--- config.mk ---
export PLATFORM = sky130hd
export DESIGN_NAME = battleship_game_ctrl
export DESIGN_NICKNAME = d
export VERILOG_FILES = /design/src/rtl/battleship_game_ctrl.sv
export SDC_FILE = /design/constraint.sdc
export NUM_CORES = 1
export LEC_CHECK = 0
export ABC_AREA = 1
export BUFFER_PORTS_ARGS = -buffer_cell sky130_fd_sc_hd__buf_2
export CAP_MARGIN = 25
export CORE_UTILIZATION = 40
export DETAILED_ROUTE_END_ITERATION = 7
export PLACE_DENSITY = 0.67
export SETUP_SLACK_MARGIN = 0.05
export SYNTH_ARGS = -nofsm -noshare
export SYNTH_HDL_FRONTEND = slang
export SYNTH_SLANG_ARGS = --single-unit
--- constraint.sdc ---
create_clock -name clock -period 2.5 [get_ports clock]
set_input_delay 0.125 -clock clock [delete_from_list [all_inputs] [get_ports clock]]
set_output_delay 0.125 -clock clock [all_outputs]
set_load 0.005 [all_outputs]
--- src/rtl/battleship_game_ctrl.sv ---
// Battleship game sequencer: qualifies guesses, grants big shots,
// accumulates score and ship mask, and declares win or loss.
module battleship_game_ctrl #(
    parameter int         MAX_MOVES = 20,
    parameter int         NUM_BIG   = 2,
    parameter logic [4:0] WIN_MASK  = 5'b1_1111
) (
    input  logic       clock,
    input  logic       reset,
    input  logic       StartGame,
    input  logic       Guess,
    input  logic [3:0] GuessX,
    input  logic [3:0] GuessY,
    input  logic       BigReq,
    output logic [3:0] X,
    output logic [3:0] Y,
    output logic       Big,
    output logic       ScoreThis,
    input  logic [3:0] NumHits,
    input  logic [4:0] BiggestShipHit,
    output logic [6:0] TotalHits,
    output logic [4:0] ShipsHit,
    output logic [4:0] MovesLeft,
    output logic [2:0] BigLeft,
    output logic       BadGuess,
    output logic       GameOver,
    output logic       GameWon
);

    typedef enum logic [1:0] {
        IDLE,
        PLAY,
        DONE
    } state_t;

    state_t     state;
    logic       valid_xy;
    logic [7:0] hits_sum;
    logic [6:0] hits_sat;
    logic [4:0] ships_next;

    assign X         = GuessX;
    assign Y         = GuessY;
    assign valid_xy  = (GuessX >= 4'd1) && (GuessX <= 4'd10) &&
                       (GuessY >= 4'd1) && (GuessY <= 4'd10);
    assign ScoreThis = (state == PLAY) && Guess && valid_xy;
    assign Big       = ScoreThis && BigReq && (BigLeft != 3'd0);

    assign hits_sum   = {1'b0, TotalHits} + {4'b0000, NumHits};
    assign hits_sat   = hits_sum[7] ? 7'h7f : hits_sum[6:0];
    assign ships_next = ShipsHit | BiggestShipHit;

    // StartGame outranks any guess in the same cycle, whatever the state.
    always_ff @(posedge clock) begin
        if (reset) begin
            state     <= IDLE;
            TotalHits <= '0;
            ShipsHit  <= '0;
            MovesLeft <= '0;
            BigLeft   <= '0;
            BadGuess  <= 1'b0;
            GameOver  <= 1'b0;
            GameWon   <= 1'b0;
        end else begin
            BadGuess <= 1'b0;
            if (StartGame) begin
                state     <= PLAY;
                MovesLeft <= 5'(MAX_MOVES);
                BigLeft   <= 3'(NUM_BIG);
                TotalHits <= '0;
                ShipsHit  <= '0;
                GameOver  <= 1'b0;
                GameWon   <= 1'b0;
            end else if (state == PLAY && Guess) begin
                if (valid_xy) begin
                    MovesLeft <= MovesLeft - 5'd1;
                    TotalHits <= hits_sat;
                    ShipsHit  <= ships_next;
                    if (Big) begin
                        BigLeft <= BigLeft - 3'd1;
                    end
                    if (ships_next == WIN_MASK) begin
                        state    <= DONE;
                        GameOver <= 1'b1;
                        GameWon  <= 1'b1;
                    end else if (MovesLeft == 5'd1) begin
                        state    <= DONE;
                        GameOver <= 1'b1;
                    end
                end else begin
                    BadGuess <= 1'b1;
                end
            end
        end
    end

endmodule
; Word-level counts from Yosys, hierarchy flattened
; Cells that the tools add are included.
; W data, S select, Z words.
[word_totals]
ff_bits = 25
in_bits = 22
word_cells = 61
[classes]
n_addsub = 3
magnitude_cmp = 4
eq_ne = 3
muxes = 16
n_bitwise = 2
n_reduce_logical = 22
[op_table]
columns = operator, count
row1 = $mux W5, 3
row2 = $reduce_and A3 Y1, 5
row3 = $mux W2, 6
row4 = $add A7 B4 Y8, 1
row5 = $ge A4 B1 Y1 const B, 2
row6 = $le A4 B4 Y1 const B, 2
row7 = $reduce_bool A2 Y1, 4
row8 = $logic_and A1 B1 Y1, 7
row9 = $mux W7, 1
row10 = $mux W1, 6
row11 = $reduce_bool A3 Y1, 2
row12 = $eq A5 B1 Y1 const B, 1
row13 = $eq A5 B5 Y1 const B, 1
row14 = $or A5 B5 Y5, 1
row15 = $sub A5 B1 Y5 const B, 1
row16 = $reduce_and A2 Y1, 2
row17 = $reduce_or A3 Y1, 1
row18 = $sub A3 B1 Y3 const B, 1
row19 = $eq A2 B1 Y1 const B, 1
row20 = $reduce_or A2 Y1, 1
row21 = $not A1 Y1, 1

; Longest topological paths before layout
[depth]
word_depth = 11
depth_mapped = 10
ltp_nobuf = 10

; Worst setup path before layout
; Ideal clock, no wire load.
[synth_timing]
path_type = flip-flop to flip-flop
start = register TotalHits[2]
end = register TotalHits[6]
arrival_time_ns = 1.408
t_required_ns = 2.378
setup_slack_ns = 0.970
path_stages_with_launch = 8
n_path_buf = 0
period_less_slack_ns = 1.530
cell_sequence = dfxtp_1 -> ha_1 -> a21oi_1 -> nand2_1 -> a21oi_1 -> nand3_1 -> nand2_1 -> a21oi_2
[synth_via]
elab_chain_cells = 2
[synth_lines]
columns = item, line_no
row1 = from (decl), 21  ; output logic [6:0] TotalHits,
row2 = from (signal assigned), 77  ; TotalHits <= hits_sat;
row3 = $add A7 B4 Y8, 49  ; assign hits_sum = {1'b0, TotalHits} + {4'b0000, NumHits};
row4 = $mux W7, 50  ; assign hits_sat = hits_sum[7] ? 7'h7f : hits_sum[6:0];
; No other way between the ends.
; A chain may end at the register's enable or synchronous reset.

; Worst setup path after layout
; Same ends and word-level chain as after synthesis.

==> flow_metrics.env <==
export IMPL_die_h_um=62.7
export IMPL_slew_limit_headroom=0.567
export IMPL_crit_reg2reg_launch="TotalHits[2]"
export IMPL_synth_fp_nets=245
export IMPL_largest_net_degree_at_the_start_of_global_routing=17
export IMPL_rsz0062_at_grt="false"
export IMPL_floorplan_core_area_sq_mm=0.00344
export IMPL_place_gp_congestion=0.820
export IMPL_reg2regPathDepth=7
export IMPL_drt_wl_total_mm=3.09
export IMPL_drv_cap=0
export IMPL_cts_num_sinks=24
export IMPL_crit_path_cell_trace="ha_1 > a21oi_1 > nand2_1 > a21oi_1 > nand3_1 > nand2_1 > a21oi_2"
export IMPL_finish_instance_area_sq_mm=0.00180
export IMPL_area_growth_syn_to_layout_pct=22.4
export IMPL_root_buffer="sky130_fd_sc_hd__clkbuf_8"
export IMPL_ys_seq_elements=24
export IMPL_wl_per_cell_um=9.99
export IMPL_cts_buffers_inserted=3
export IMPL_hp_start="reset"
export IMPL_crit_fanout=6
export IMPL_global_route_usage_total=0.164
export IMPL_pre_cts_slack_ns=0.758
export IMPL_cts_path_max_buffers=2
export IMPL_setup_worst_path_class="flop to flop"
export IMPL_diodes=0
export IMPL_rows=21
export IMPL_grt_pass1_wl_mm=5.24
export IMPL_finish_net_count=295
export IMPL_cts_repair_timing_setup_buffer_count=0
export IMPL_critPathRequiredTime_ns=2.64
export IMPL_initial_utilization=0.428
export IMPL_final_setup_margin_ns=0.702
export IMPL_portBuffers=54
export IMPL_powerDensity_mw_per_mm2=475
export IMPL_run_status="completed"
export IMPL_placed_cells=305
export IMPL_vdd_ir_drop_worst_mv=0.211
export IMPL_fin_cells=309
export IMPL_h_tree_depth=1
export IMPL_placed_area_sq_mm=0.00173
export IMPL_holdPathStages=2
export IMPL_worst_setup_path_end_kind="flop"
export IMPL_syn_area_sq_mm=0.00147
export IMPL_grt_overflow_total=0
export IMPL_ys_warnings_count=0
export IMPL_cts_hold_buffers_added=0
export IMPL_final_min_period_over_clock_period=0.719
export IMPL_period_needed_ns=1.80
export IMPL_tritoncts="yes"
export IMPL_final_layout_size_suffix_gt1_frac=0.281
export IMPL_final_max_slew_violation_count=0
export IMPL_clock_latency_on_the_worst_skew_pair_ns=0.26
export IMPL_leakage_nw=0.917
export IMPL_power_sequential_fraction=0.463
export IMPL_post_cts_resize_count=0
export IMPL_clock_input_transition_at_the_sequential_cells_of_the_worst_setup_and_hold_paths_ns=0.09
export IMPL_dr_first_iter_drc_count=40
export IMPL_route_detailed_vias_per_inst=4.65
export IMPL_detailed_place_hpwl_mm=2.34
export IMPL_critPathMaxStageDelay_ns=0.42
export IMPL_synth_distinct_cells=26
export IMPL_syn_inst=214
export IMPL_initial_antenna_violation_count=0
export IMPL_tightest_slew_ns=0.648
export IMPL_die_area_sq_mm=0.00393
export IMPL_setup_tns_ns=0
export IMPL_min_path_type="input pin to flop"
export IMPL_synth_seq_area_share=0.326
export IMPL_mean_instance_size_in_the_synthesized_netlist_sq_um=6.89
export IMPL_finalCoreUtilization=0.524
export IMPL_worst_min_delay_path_endpoint="state[0]"
export IMPL_setup_reg_to_reg_worst_slack_ns=0.70
export IMPL_setup_violations=0
export IMPL_total_power_draw_uw=857
export IMPL_critical_path_slowest_cell="sky130_fd_sc_hd__a21oi_1"
export IMPL_floorplan_die_width_um=62.7
export IMPL_final_setup_skew_ns=0.00405
export IMPL_drcViolationCount=0
export IMPL_top_level_ports=55
export IMPL_max_freq_mhz=556
export IMPL_net_switching_power_uw=203
export IMPL_share_clk_of_total_power=0.395
export IMPL_drt_pre_antenna_iters=5
export IMPL_worst_hold_slack_ns=0.0754
export IMPL_internal_power_uw=654
export IMPL_capture_instance_of_the_worst_register_to_register_path="TotalHits[6]"
export IMPL_first_global_vias=1231
export IMPL_comb_power_share=0.143
export IMPL_detailroute_via_count=1436
export IMPL_hold_viol_final=0
export IMPL_worstPathArrival_ns=1.93
export IMPL_setup_worst_path_start_class="flop"
export IMPL_power_switching_share=0.237
export IMPL_antenna_violating_nets_post_route=0
==> registers in the layout (all words and copies together), names as in the netlist <==
name       cells
ShipsHit       5
MovesLeft      5
BigLeft        3
GameWon        1
BadGuess       1
TotalHits      7
state          1
GameOver       1
==> metal layers <==
metal / vias up / global-route usage / share of wire
met5: - / 0 / 0
met3: 2 / 0.0328 / 0.055
li1: 763 / - / -
met2: 41 / 0.257 / 0.44
met1: 630 / 0.220 / 0.50
met4: 0 / 0.0640 / 0.0075
==> Yosys cell counts, drive strengths merged <==
master | number | area, sq um
nand3 | 16 | 90.1
clkinv | 1 | 3.75
fa | 1 | 20.0
ha | 8 | 100
nand3b | 1 | 7.51
inv | 30 | 113
nor2 | 25 | 101
nand4 | 2 | 12.5
o21ai | 3 | 15.0
o21a | 1 | 7.51
a21oi | 17 | 108
xnor2 | 1 | 8.76
nor3 | 9 | 56.3
nand2 | 62 | 248
dfxtp | 24 | 480
xor2 | 3 | 26.3
buf | 10 | 76.3
==> cells in the final DEF (no fill, tap or decap) <==
cell type / n
sky130_fd_sc_hd__nand2_1: 58
sky130_fd_sc_hd__buf_2: 54
sky130_fd_sc_hd__inv_1: 29
sky130_fd_sc_hd__dfxtp_1: 24
sky130_fd_sc_hd__nor2_1: 24
sky130_fd_sc_hd__nand3_1: 14
sky130_fd_sc_hd__a21oi_1: 11
sky130_fd_sc_hd__nor3_1: 8
sky130_fd_sc_hd__ha_1: 8
sky130_fd_sc_hd__a21oi_2: 6
sky130_fd_sc_hd__nand2_2: 3
sky130_fd_sc_hd__o21ai_0: 3
sky130_fd_sc_hd__xor2_1: 3
sky130_fd_sc_hd__clkbuf_8: 3
sky130_fd_sc_hd__nand3_2: 2
sky130_fd_sc_hd__nand4_1: 2
sky130_fd_sc_hd__nand2_4: 1
sky130_fd_sc_hd__nor2_4: 1
sky130_fd_sc_hd__clkinv_1: 1
sky130_fd_sc_hd__inv_2: 1
sky130_fd_sc_hd__nor3_4: 1
sky130_fd_sc_hd__xnor2_1: 1
sky130_fd_sc_hd__nand3b_1: 1
sky130_fd_sc_hd__o21a_1: 1
sky130_fd_sc_hd__fa_1: 1
sky130_fd_sc_hd__bufinv_16: 1
sky130_fd_sc_hd__buf_4: 1
==> cell families (layout without fill, tap and decap cells) <==
logic type / count (synthesis) / in the layout / share of synthesized area
AND/OR/NAND/NOR: 115 / 115 / 0.350
buffers and inverters: 41 / 90 / 0.131
flip-flops: 24 / 24 / 0.326
AO/OA/AOI/OAI: 21 / 21 / 0.0883
adder cells (fa/ha/maj): 9 / 9 / 0.0815
XOR/XNOR: 4 / 4 / 0.0238
==> final cells by class <==
type	count	area (sq um)
inverters	31	116
flip-flops and latches	24	480
well taps	46	57.6
repair buffers	55	278
fillers	365	1640
clock inverters	1	30.0
multi-input cells	149	801
clock buffers	3	41.3
==> worst max path at each step <==
stage                  from           end  slack, ns  cells past startpoint
2_1_floorplan  TotalHits[2]  TotalHits[6]       0.97                      7
5_1_grt        TotalHits[2]  TotalHits[6]       0.52                      7
6_report       TotalHits[2]  TotalHits[6]       0.70                      7
4_1_cts        TotalHits[2]  TotalHits[6]       0.73                      7
3_5_place_dp   TotalHits[2]  TotalHits[6]       0.76                      7
3_3_place_gp   TotalHits[2]  TotalHits[4]       0.80                      7
==> worst max-delay path, delay by kind of cell (launching register included) <==
family                     cells  cell delay, ns
adders and majority gates      1            0.35
and+or+nand+nor                3            0.36
AOI/OAI and AO/OA              3            0.64
DFF                            1            0.33
==> power by group through the flow <==
stage                     sequential, mW  clock (mW)  combinational (mW)
after floorplan                    0.405           0              0.0848
after global routing               0.398       0.371               0.141
final                              0.397       0.338               0.122
after global placement             0.405           0               0.122
after detailed placement           0.405           0               0.123
after CTS                          0.397       0.347               0.123
(Power assumes the default switching activity.)
